[src/rtl/fetch_decode_stage.sv]
// Fetch stage with IF/ID pipeline register.
// Holds the PC, issues instruction-memory reads, registers each fetched word
// together with its PC, and presents the decoded fields to the control unit.
// A single-entry hold buffer catches a word that arrives while the
// downstream stage is stalled; a flush drops all in-flight work and redirects
// fetch to FlushPC.
module fetch_decode_stage #(
    parameter int              XLEN     = 32,
    parameter logic [XLEN-1:0] RESET_PC = {XLEN{1'b0}},
    parameter logic [XLEN-1:0] PC_STEP  = XLEN'(4)
) (
    input  logic            CLK,
    input  logic            RST,
    output logic            IMemReq,
    output logic [XLEN-1:0] IMemAddr,
    input  logic [31:0]     IMemRdata,
    input  logic            IMemAck,
    input  logic            Stall,
    input  logic            Flush,
    input  logic [XLEN-1:0] FlushPC,
    output logic            IDValid,
    output logic [XLEN-1:0] IDPC,
    output logic [6:0]      Opecode,
    output logic [2:0]      ALUOp,
    output logic [6:0]      funct,
    output logic [4:0]      rd,
    output logic [4:0]      rs1,
    output logic [4:0]      rs2,
    output logic [XLEN-1:0] ImmI,
    output logic [XLEN-1:0] ImmS,
    output logic [4:0]      Shamt
);

    // FETCH: a read is outstanding at PC. HOLD: a fetched word sits in the buffer.
    typedef enum logic [0:0] {
        ST_FETCH = 1'b0,
        ST_HOLD  = 1'b1
    } state_t;

    state_t          state_r, state_s;
    logic [XLEN-1:0] pc_r, pc_s;
    logic [XLEN-1:0] buf_pc_r, buf_pc_s;
    logic [31:0]     buf_word_r, buf_word_s;
    logic            id_valid_r, id_valid_s;
    logic [XLEN-1:0] id_pc_r, id_pc_s;
    logic [31:0]     id_word_r, id_word_s;

    // Next-state logic: flush beats stall, stall beats normal flow.
    always_comb begin
        state_s    = state_r;
        pc_s       = pc_r;
        buf_pc_s   = buf_pc_r;
        buf_word_s = buf_word_r;
        id_valid_s = id_valid_r;
        id_pc_s    = id_pc_r;
        id_word_s  = id_word_r;
        if (Flush) begin
            // A same-cycle ack is ignored; an unacked request is abandoned.
            state_s    = ST_FETCH;
            pc_s       = FlushPC;
            buf_pc_s   = {XLEN{1'b0}};
            buf_word_s = 32'h0000_0000;
            id_valid_s = 1'b0;
            id_pc_s    = {XLEN{1'b0}};
            id_word_s  = 32'h0000_0000;
        end else begin
            case (state_r)
                ST_FETCH: begin
                    if (IMemAck) begin
                        pc_s = pc_r + PC_STEP;
                        if (Stall) begin
                            buf_pc_s   = pc_r;
                            buf_word_s = IMemRdata;
                            state_s    = ST_HOLD;
                        end else begin
                            id_valid_s = 1'b1;
                            id_pc_s    = pc_r;
                            id_word_s  = IMemRdata;
                        end
                    end else if (!Stall) begin
                        // Bubble: all-zero fields decode as a no-op downstream.
                        id_valid_s = 1'b0;
                        id_pc_s    = {XLEN{1'b0}};
                        id_word_s  = 32'h0000_0000;
                    end else begin
                        id_valid_s = id_valid_r;
                    end
                end
                ST_HOLD: begin
                    if (!Stall) begin
                        id_valid_s = 1'b1;
                        id_pc_s    = buf_pc_r;
                        id_word_s  = buf_word_r;
                        buf_pc_s   = {XLEN{1'b0}};
                        buf_word_s = 32'h0000_0000;
                        state_s    = ST_FETCH;
                    end else begin
                        state_s = ST_HOLD;
                    end
                end
                default: begin
                    state_s = ST_FETCH;
                end
            endcase
        end
    end

    // State, PC, hold buffer and IF/ID register with synchronous reset.
    always_ff @(posedge CLK) begin
        if (RST) begin
            state_r    <= ST_FETCH;
            pc_r       <= RESET_PC;
            buf_pc_r   <= {XLEN{1'b0}};
            buf_word_r <= 32'h0000_0000;
            id_valid_r <= 1'b0;
            id_pc_r    <= {XLEN{1'b0}};
            id_word_r  <= 32'h0000_0000;
        end else begin
            state_r    <= state_s;
            pc_r       <= pc_s;
            buf_pc_r   <= buf_pc_s;
            buf_word_r <= buf_word_s;
            id_valid_r <= id_valid_s;
            id_pc_r    <= id_pc_s;
            id_word_r  <= id_word_s;
        end
    end

    // Request is suppressed combinationally while reset is asserted.
    assign IMemReq  = (state_r == ST_FETCH) && !RST;
    assign IMemAddr = pc_r;

    // Field outputs are pure wiring off the registered instruction word.
    assign IDValid = id_valid_r;
    assign IDPC    = id_pc_r;
    assign Opecode = id_word_r[31:25];
    assign ALUOp   = id_word_r[14:12];
    assign funct   = id_word_r[6:0];
    assign rd      = id_word_r[11:7];
    assign rs1     = id_word_r[19:15];
    assign rs2     = id_word_r[24:20];
    assign Shamt   = id_word_r[24:20];
    assign ImmI    = {{(XLEN-12){id_word_r[31]}}, id_word_r[31:20]};
    assign ImmS    = {{(XLEN-12){id_word_r[31]}}, id_word_r[31:25], id_word_r[11:7]};

endmodule

[config.mk]
export PLATFORM = sky130hd
export DESIGN_NAME = fetch_decode_stage
export DESIGN_NICKNAME = d
export VERILOG_FILES = /design/src/rtl/fetch_decode_stage.sv
export SDC_FILE = /design/constraint.sdc
export NUM_CORES = 1
export LEC_CHECK = 0
export BUFFER_PORTS_ARGS = -buffer_cell sky130_fd_sc_hd__buf_2
export CAP_MARGIN = 20
export CORE_MARGIN = 2
export CORE_UTILIZATION = 33
export DETAILED_ROUTE_END_ITERATION = 7
export PLACE_DENSITY = 0.59
export SYNTH_ARGS = -nofsm -noshare
export SYNTH_HDL_FRONTEND = slang
export SYNTH_SLANG_ARGS = --single-unit
[constraint.sdc]
create_clock -name CLK -period 2 [get_ports CLK]
set_input_delay 0.4 -clock CLK [delete_from_list [all_inputs] [get_ports CLK]]
set_output_delay 0.4 -clock CLK [all_outputs]
set_load 0.005 [all_outputs]
Yosys cells after proc, flatten, opt, wreduce, memory -nomap -nowiden. Cells that the tools add are included.

Add/sub/neg operators: 1. Equality and inequality tests: 6. Multiplexer cells: 25. Bitwise operators: 1. Reduce and logical (&&, ||, !) cells: 7.

Operator list (count): 32-bit 2-to-1 mux (14); 32-bit one-hot mux with 2 select lines (4); 32-bit by 3-bit adder with 32-bit output (second input constant) (1); 2-bit inequality test (second input constant) (5); 1-bit 2-to-1 mux (5); 1-bit one-hot mux with 2 select lines (2); 2-bit AND reduction (2); 3-bit inequality test (second input constant) (1); 3-bit AND reduction (1); 2-bit nonzero test (1); 2-bit OR reduction (1); 1-bit logical AND (1); 1-bit zero test (1); 1-bit NOT (1).

Register bits after elaboration: 162. Input port bits: 69. Word-level logic and storage cells: 47.

Logic depth before layout (Yosys ltp). Gate-level depths: netlist of the first run.

Depth after elaboration: 4. Depth in mapped cells: 9. Depth with buffers taken out: 5.

Worst setup path before layout of the first run. OpenSTA, ideal clock, no wires.

Path kind: register to register. From: register state_r. To: register buf_word_r[22]. Setup time: 128 ps. Arrival time: 1930 ps. Required time: 1872 ps. Slack: -58 ps. Stages on the path, launching flop included: 10. Buffers on the path: 4. Clock period less this slack: 2058 ps. Cells stage by stage: dfxtp_1 -> buf_2 -> inv_1 -> clkbuf_1 -> ha_1 -> or2_2 -> buf_1 -> clkbuf_1 -> a22oi_1 -> nor2_1.

Word-level cells in the longest chain between the ends: 3. Elaborated cells between the ends (all ways): 6.

RTL lines: from (decl) (RTL line 40) `state_t state_r, state_s;`; from (signal assigned) (RTL line 119) `state_r <= state_s;`; 1-bit NOT; 2-bit inequality test (no source line); 3-bit AND reduction (no source line); to (signal assigned) (RTL line 122) `buf_word_r <= buf_word_s;`; to (decl) (RTL line 43) `logic [31:0] buf_word_r, buf_word_s;`.

Several ways; a longest one is shown, not always the timed one. A chain may end at the register's enable or synchronous reset.

Final worst setup path of the first run.
From: register state_r. To: output IMemReq.

Word-level cells in the longest chain between the ends: 2.

RTL lines: 1-bit NOT; 1-bit logical AND (RTL line 130) `assign IMemReq = (state_r == ST_FETCH) && !RST;`; to (decl) (RTL line 14) `output logic IMemReq,`.

No other way between the ends.

==> results of run 1 <==
report_power, final:
part	switching, W	internal, W
Clock	0.00137	0.00197
Sequential	0.000104	0.00335
Combinational	0.000567	0.000430
Total	0.00204	0.00575
cell usage after synthesis, drive strengths merged, types with 2 or more instances:
cell type  number
a311oi          8
a211oi         76
a2111oi         2
o31ai           6
and3           69
and2            6
dfxtp         162
or2             2
mux2i           2
inv             7
o221ai          4
clkbuf         68
nand2          23
a22oi          65
a311o           2
ha              3
o31a            2
or3             2
a21oi          67
o211ai          2
nand4b          3
nand3           6
a31oi           5
nand4          16
buf            83
nor2          160
nor3            6
xnor2           3
xor2            8
nor2b           2
and4            6
nor4            6
or4             6
cells by family after synthesis:
logic type | after synthesis | synth area share
buf+inv | 161 | 0.120
flops | 162 | 0.428
fa+ha+maj | 3 | 0.00495
compound gates | 243 | 0.221
simple gates | 318 | 0.210
xor+xnor | 11 | 0.0127
mux | 2 | 0.00264
worst max path at each step:
stage | startpoint | endpoint | cells after the start
floorplan | state_r$_SDFF_PP0_ | buf_word_r[22]$_SDFFE_PP0P_ | 9
global placement | IMemAddr[2]$_SDFFE_PP0N_ | IMemAddr[24]$_SDFFE_PP0N_ | 5
detailed placement | state_r$_SDFF_PP0_ | buf_word_r[7]$_SDFFE_PP0P_ | 6
finish | state_r$_SDFF_PP0_ | IMemReq | 3
global route | IMemAddr[4]$_SDFFE_PP0N_ | IMemAddr[17]$_SDFFE_PP0N_ | 5
CTS | state_r$_SDFF_PP0_ | IMemReq | 3
layer usage:
layer | track usage | vias up | part of all wire
li1 | - | 3495 | -
met1 | 0.247 | 3306 | 0.48
met2 | 0.288 | 267 | 0.45
met3 | 0.0314 | 17 | 0.058
met4 | 0.0485 | 0 | 0.012
met5 | 0 | - | 0
through the flow:
| stage | instance area (sq um) | utilization | total power (W) |
|---|---|---|---|
| after CTS | 9340 | 0.414 | 0.00789 |
| after floorplan | 7580 | - | 0.00411 |
| after global routing | 9350 | 0.414 | 0.00816 |
| after detailed placement | 8750 | 0.388 | 0.00453 |
| after global placement | 8750 | 0.388 | 0.00452 |
| final | 9350 | 0.414 | 0.00779 |
layout make-up:
type	count	area [sq um]
fillers	2321	13200
repair buffers	288	1680
flip-flops and latches	162	3250
clock inverters	12	156
multi-input cells	577	3450
clock buffers	19	433
well taps	285	357
inverters	8	30.0
flip-flops by register name, summed over array words and instances (netlist names):
register	count
buf_word_r	32
buf_pc_r	32
IDValid	1
id_word_r	32
state_r	1
IDPC	32
IMemAddr	32
worst max-delay path: stages, from the launching register on:
cell     delay, ps
dfxtp_2        450
buf_6          280
nor2_1         140
buf_2          150
repair_timing:
item	4_1_cts	5_1_grt
gates resized for setup	0	4
hold buffers	0	0
setup endpoints to repair	0	59
==> flow_metrics.tcl, run 1 <==
set metrics [dict create \
    area_growth_syn_to_layout_pct 23.3 \
    placedCellCount 1320 \
    hold_viol 0 \
    critPathCaptureType "output port" \
    cts_tree "built" \
    grt_pass1_wl_microns 34800 \
    io_pins 236 \
    synth_cell_types 57 \
    die_w_microns 156 \
    first_iter_violations 463 \
    postCtsSetupBuffers 0 \
    seq_area_frac_synth 0.428 \
    leakage_nw 4.16 \
    syn_area_per_cell_sq_um 8.42 \
    htreeDepth 4 \
    wirelength_microns 22100 \
    setup_slack_ps 160 \
    worstHoldStart "FlushPC[1]" \
    antenna_found_initial 0 \
    drc 0 \
    clk_latency_ps 420 \
    final_net_count 1126 \
    tightest_slew_ps 592 \
    ys_seq_elements 162 \
    numCtsBuffers 17 \
    syn_inst 900 \
    synth_edf_count 0 \
    die_y_microns 156 \
    coreArea_sq_um 22600 \
    grt_pass1_vias 6413 \
    regToRegEndpoint "IMemAddr[23]$_SDFFE_PP0N_" \
    synth_area_sq_um 7580 \
    outcome "finished clean" \
    hold_class "primary input to flip-flop" \
    hold-worst-slack_ps 229 \
    finalCritPeriodShare 0.920 \
    wl_per_cell_microns 16.4 \
    power_per_cell_area_nw_per_um2 833 \
    ys_top_cells_by_area "dfxtp_1 (43%), nor2_1 (7.9%), a211oi_1 (7.5%), buf_4 (7.1%), a22oi_1 (6.4%)" \
    clock-skew-final_ps 8.30 \
    reg2reg_depth 5 \
    ir_drop_mv 0.450 \
    clk_pin_slew_ps 60 \
    hpwl_microns 15100 \
    gp_congestion 0.841 \
    synth_top_area_cell "dfxtp_1" \
    clk_path_buf_depth 2 \
    slew_viol_final 0 \
    drv_cap 0 \
    grt_max_degree 78 \
    drive_gt1_frac 0.315 \
    yosysWarnings 0 \
    antenna_cells 0 \
    numPortBuffers 235 \
    synthesis.nets 972 \
    vias 7085 \
    ff2ff_setup_slack_ps 180 \
    vias_per_cell 5.24 \
    max_freq_mhz 544 \
    mostFrequentLayoutCells "buf_2 (235), dfxtp_1 (160), nor2_1 (158)" \
    min_path_cells 3 \
    reg2reg_from "IMemAddr[4]$_SDFFE_PP0N_" \
    final_common_cell "buf_2" \
    ys.flop_type "dfxtp_1" \
    pre_cts_slack_ps 86.6 \
    rsz0062_at_grt "false" \
    start_util 0.336 \
    period_needed_ps 1840 \
    tns_ps 0 \
    grt_overflow 0 \
    antenna_left 0 \
    num_rows 55 \
    worstPathMaxFanout 30 \
    final_cell_count_no_fill 1351 \
    synth_top_area_frac 0.428 \
    grt.total_usage 0.179 \
    setup_viol 0 \
    async_reset_ff_frac 0 \
    cts_sinks 162 \
    dieArea_sq_um 24200 \
    whs_endpoint "IMemAddr[1]$_SDFFE_PP0P_" \
    worst_setup_path_start_kind "flip-flop" \
    root_buffer "clkbuf_16" \
    path_class "flip-flop to output port" \
    dr.pass1.iters 5 \
    cp.arrival_ps 1440 \
    relSlewSlack 0.605 \
    cp.required_ps 1600 \
]
Note: power is estimated with default switching activity, not from simulation.
==> run 2, diff against run 1 <==
--- a/config.mk
+++ b/config.mk
@@ -9,6 +9,7 @@
 export CAP_MARGIN = 20
 export CORE_MARGIN = 2
 export CORE_UTILIZATION = 33
+export CTS_BUF_LIST = sky130_fd_sc_hd__clkbuf_2 sky130_fd_sc_hd__clkbuf_4 sky130_fd_sc_hd__clkbuf_8
 export DETAILED_ROUTE_END_ITERATION = 7
 export PLACE_DENSITY = 0.59
 export SYNTH_ARGS = -nofsm -noshare
==> run 2 against run 1 <==
Core utilization fell by 0.81 points; sequential power barely moved; clock power fell by 24%; critical path depth did not move; sequential cell count did not move; via count rose by 0.31%; clock skew rose by 2.7 ps; largest cell class unchanged; power fell by 10%; design area fell by 2.0%; worst setup slack got worse by 15 ps; critical endpoint unchanged; register-to-register slack got worse by 20 ps.
==> flow_metrics.tcl, run 2 (synthesis results as in run 1) <==
set metrics [dict create \
    die_y_microns 156 \
    setup_viol 0 \
    finalCritPeriodShare 0.927 \
    period_needed_ps 1850 \
    rsz0062_at_grt "false" \
    wl_met1_microns 10500 \
    wl_met3_microns 1340 \
    tns_ps 0 \
    cts_tree "built" \
    met2WireLength_microns 9970 \
    num_rows 55 \
    final_common_cell "buf_2" \
    critPathMaxStageDelay_ps 440 \
    hpwl_microns 15100 \
    grt.total_usage 0.179 \
    drv_cap 0 \
    cts.repair.resized 1 \
    clk_path_buf_depth 2 \
    clk_pin_slew_ps 90 \
    cp.arrival_ps 1450 \
    hold_viol 0 \
    final_net_count 1126 \
    cts_hold_buf 0 \
    cp.required_ps 1600 \
    fin_util 0.406 \
    area_growth_syn_to_layout_pct 20.9 \
    tightest_slew_ps 589 \
    leakage_nw 4.08 \
    mostFrequentLayoutCells "buf_2 (235), dfxtp_1 (160), nor2_1 (158)" \
    root_buffer "clkbuf_8" \
    wl_per_cell_microns 16.4 \
    clock-skew-final_ps 11.0 \
    wirelength_microns 22100 \
    clk_latency_ps 450 \
    n_fill_cell 2348 \
    htreeDepth 4 \
    grt_overflow 0 \
    vias 7107 \
    drive_gt1_frac 0.316 \
    path_class "flip-flop to output port" \
    outcome "finished clean" \
    grt_max_degree 78 \
    io_pins 236 \
    hold_class "primary input to flip-flop" \
    slew_viol_final 0 \
    slowest_stage "dfxtp_2" \
    drc 0 \
    design_area_sq_um 9160 \
    grt_pass1_vias 6387 \
    numCtsBuffers 17 \
    critPathCaptureType "output port" \
    die_w_microns 156 \
    coreArea_sq_um 22600 \
    first_iter_violations 440 \
    crit_path_cell_trace "buf_6 -> nor2_1 -> buf_2" \
    power_per_cell_area_nw_per_um2 762 \
    cts_sinks 162 \
    numPortBuffers 235 \
    dieArea_sq_um 24200 \
    worst_setup_path_start_kind "flip-flop" \
    ir_drop_mv 0.390 \
    vias_per_cell 5.26 \
    max_freq_mhz 539 \
    grt_pass1_wl_microns 34700 \
    dr.pass1.iters 5 \
    worstPathMaxFanout 30 \
    gp_congestion 0.841 \
    relSlewSlack 0.607 \
    place_area_sq_um 8750 \
    antenna_left 0 \
    start_util 0.336 \
    postCtsSetupBuffers 0 \
    routed.top_layer "met4" \
    antenna_found_initial 0 \
]
-- run 2: cell types whose count changed in the layout (fill, tap and decap cells not counted) --
cell and change:
clkbuf_4 +2, nand2b_1 +1, nand2b_2 -1, clkbuf_1 -2
diode_2 +1, clkbuf_8 +17, clkbuf_16 -17
-- run 2: critical path: cells and delay by family, from the launching register on --
| kind | cells | cell delay (ps) |
|---|---|---|
| flip-flops | 1 | 440 |
| buffers and inverters | 2 | 430 |
| AND/OR/NAND/NOR | 1 | 140 |
-- run 2: path summary, 6_finish.rpt --
kind	startpoint	endpoint	slack [ps]	depth (start not counted)
worst max register to register	state_r$_SDFF_PP0_	buf_word_r[5]$_SDFFE_PP0P_	160	6
worst min register to register	id_word_r[18]$_SDFFE_PP0P_	id_word_r[18]$_SDFFE_PP0P_	500	2
worst min-delay path	FlushPC[4]	IMemAddr[4]$_SDFFE_PP0N_	190	3
worst max-delay path	state_r$_SDFF_PP0_	IMemReq	150	3
-- run 2: cell type report --
cell class / count / area [sq um] / area share
Sequential cell: 162 / 3250 / 0.354
Clock inverter: 12 / 156 / 0.0171
Inverter: 8 / 30.0 / 0.00328
Antenna cell: 1 / 2.50 / 0.000273
Tap cell: 285 / 357 / 0.0389
Timing Repair Buffer: 288 / 1680 / 0.183
Multi-Input combinational cell: 577 / 3440 / 0.376
Clock buffer: 19 / 249 / 0.0272
-- run 2: through the flow --
step / setup slack [ps] / hold slack, ps / power [W] / cells
finish: 146 / 191 / 0.00698 / 1352
CTS: 57.4 / 158 / 0.00708 / 1351
floorplan: 5.56 / 466 / 0.00411 / 900
global placement: 146 / 468 / 0.00452 / 1320
global route: 22.5 / 165 / 0.00736 / 1351
detailed placement: 86.6 / 483 / 0.00453 / 1320
-- run 2: layer usage --
metal / track usage / vias up
met5: 0 / -
met4: 0.0472 / 0
met3: 0.0347 / 15
met2: 0.288 / 260
met1: 0.247 / 3334
li1: - / 3498
-- run 2: power breakdown --
| part | switching, W | total (W) | leakage, nW | internal, W |
|---|---|---|---|---|
| registers | 0.000103 | 0.00345 | 1.32 | 0.00335 |
| clock network | 0.00127 | 0.00254 | 0.196 | 0.00126 |
| logic | 0.000567 | 0.000997 | 2.56 | 0.000430 |
==> run 3, diff against run 2 <==
--- a/config.mk
+++ b/config.mk
@@ -8,10 +8,10 @@
 export BUFFER_PORTS_ARGS = -buffer_cell sky130_fd_sc_hd__buf_2
 export CAP_MARGIN = 20
 export CORE_MARGIN = 2
-export CORE_UTILIZATION = 33
+export CORE_UTILIZATION = 30
 export CTS_BUF_LIST = sky130_fd_sc_hd__clkbuf_2 sky130_fd_sc_hd__clkbuf_4 sky130_fd_sc_hd__clkbuf_8
 export DETAILED_ROUTE_END_ITERATION = 7
-export PLACE_DENSITY = 0.59
+export PLACE_DENSITY = 0.54
 export SYNTH_ARGS = -nofsm -noshare
 export SYNTH_HDL_FRONTEND = slang
 export SYNTH_SLANG_ARGS = --single-unit
==> run 3 against run 2 <==
Design area up 0.41%; critical path depth rose by 2; global-route usage fell by 0.99 points; via count is 0.49% lower; cell count up 3.2%; hold slack got worse by 5.3 ps; non-clock buffer count unchanged; clock power rose by 2%; sequential share of layout area shrank 0.10 points; sequential cell count unchanged; die area is 9.7% higher; critical endpoint is now IMemAddr[17]$_SDFFE_PP0N_; highest routed layer unchanged.
==> flow_metrics.tcl, run 3 (synthesis results as in run 1) <==
set metrics [dict create \
    setup_slack_ps 97.9 \
    coreArea_sq_um 25000 \
    final_net_count 1126 \
    grt.total_usage 0.169 \
    critPathCaptureType "flip-flop" \
    antenna_left 0 \
    die_y_microns 163 \
    hold_viol 0 \
    grt_max_degree 93 \
    hold_class "primary input to flip-flop" \
    numPortBuffers 235 \
    drv_cap 0 \
    place_area_sq_um 8770 \
    path_class "flip-flop to flip-flop" \
    root_buffer "clkbuf_8" \
    period_needed_ps 1900 \
    die_w_microns 163 \
    pwr-share-clk 0.370 \
    ir_drop_mv 0.304 \
    mostFrequentLayoutCells "buf_2 (235), dfxtp_1 (159), nor2_1 (158)" \
    worst_setup_path_start_kind "flip-flop" \
    first_iter_violations 519 \
    area_growth_syn_to_layout_pct 21.4 \
    htreeDepth 4 \
    clk_path_buf_depth 2 \
    tns_ps 0 \
    power_frac_comb 0.141 \
    worstPathMaxFanout 10 \
    gp_congestion 0.796 \
    numCtsBuffers 17 \
    clock-skew-final_ps 19.4 \
    outcome "finished clean" \
    p_sw_frac 0.273 \
    wl_per_cell_microns 16.2 \
    fin_util 0.368 \
    hpwl_microns 15500 \
    slew_viol_final 0 \
    grt_overflow 0 \
    design_area_sq_um 9200 \
    max_freq_mhz 526 \
    pre_cts_slack_ps -0.508 \
    wirelength_microns 22600 \
    ff2ff_setup_slack_ps 100 \
    cts_tree "built" \
    cp.required_ps 2350 \
    dr.pass1.iters 6 \
    grt_pass1_vias 6241 \
    power_per_cell_area_nw_per_um2 765 \
    drc 0 \
    rsz0062_at_grt "false" \
    finalCritPeriodShare 0.951 \
    leakage_nw 4.08 \
    switching_power_w 0.00192 \
    clk_latency_ps 450 \
    p_seq_frac 0.490 \
    drive_gt1_frac 0.316 \
    antenna_cells 0 \
    relSlewSlack 0.599 \
    clk_pin_slew_ps 90 \
    tightest_slew_ps 601 \
    vias_per_cell 5.07 \
    setup_viol 0 \
    cts_sinks 162 \
    final_common_cell "buf_2" \
    cp.arrival_ps 2250 \
    start_util 0.304 \
    dieArea_sq_um 26500 \
    antenna_found_initial 0 \
    grt_pass1_wl_microns 35700 \
    io_pins 236 \
    num_rows 58 \
    p_int_w 0.00512 \
    postCtsSetupBuffers 0 \
    vias 7072 \
]
## run 3: cell count changes in the layout (fill, tap and decap cells not counted), sizes merged
cell / delta
inv: -1
diode: -1
bufinv: +1
clkbuf: -2
clkinvlp: -1
clkinv: +2
## run 3: worst max-delay path, cell delays in order (launching register included)
cell,delay (ps)
dfxtp_4,390
and4b_1,310
nand3_2,150
buf_4,210
or4_1,470
a311oi_1,280
## run 3: routing by layer
| metal | global-route usage | vias to the layer above | wire (microns) |
|---|---|---|---|
| met3 | 0.0402 | 6 | 1590 |
| li1 | - | 3489 | - |
| met1 | 0.238 | 3299 | 10700 |
| met4 | 0.0314 | 0 | 91 |
| met5 | 0 | - | 0 |
| met2 | 0.266 | 278 | 10200 |
## run 3: cell type report
class                      count  area, sq um
fill                        2631        15800
multi-input combinational    577         3450
sequential                   162         3250
timing repair buffer         288         1640
tap                          330          413
clock buffer                  17          234
clock inverter                13          184
inverter                       8         30.0
## run 3: power groups by stage
stage                     Combinational (W)  Clock [W]  Sequential, W
after floorplan                    0.000582          0        0.00353
after global placement             0.000988          0        0.00352
after detailed placement           0.000991          0        0.00352
after CTS                          0.000993    0.00270        0.00345
after global routing                0.00110    0.00283        0.00347
final                              0.000989    0.00260        0.00345
## run 3: worst paths after layout
check | depth (start not counted) | end | startpoint
worst min register to register | 2 | IDValid$_SDFFE_PP0P_ | IDValid$_SDFFE_PP0P_
worst max register to register | 5 | IMemAddr[17]$_SDFFE_PP0N_ | state_r$_SDFF_PP0_
worst min-delay path | 3 | IMemAddr[0]$_SDFFE_PP0P_ | FlushPC[0]
worst max-delay path | 5 | IMemAddr[17]$_SDFFE_PP0N_ | state_r$_SDFF_PP0_
## run 3: metrics by stage
| step | hold WS, ps | cells | total power [W] |
|---|---|---|---|
| floorplan | 466 | 900 | 0.00411 |
| global placement | 472 | 1365 | 0.00451 |
| detailed placement | 476 | 1365 | 0.00451 |
| CTS | 151 | 1395 | 0.00714 |
| global route | 174 | 1395 | 0.00740 |
| finish | 186 | 1395 | 0.00704 |
## run 3: timing repair
| item | in CTS | in global routing |
|---|---|---|
| hold buffers | 0 | 0 |
| setup endpoints to repair | 0 | 3 |
| gates resized for setup | 0 | 5 |
| hold endpoints to repair | 0 | 0 |
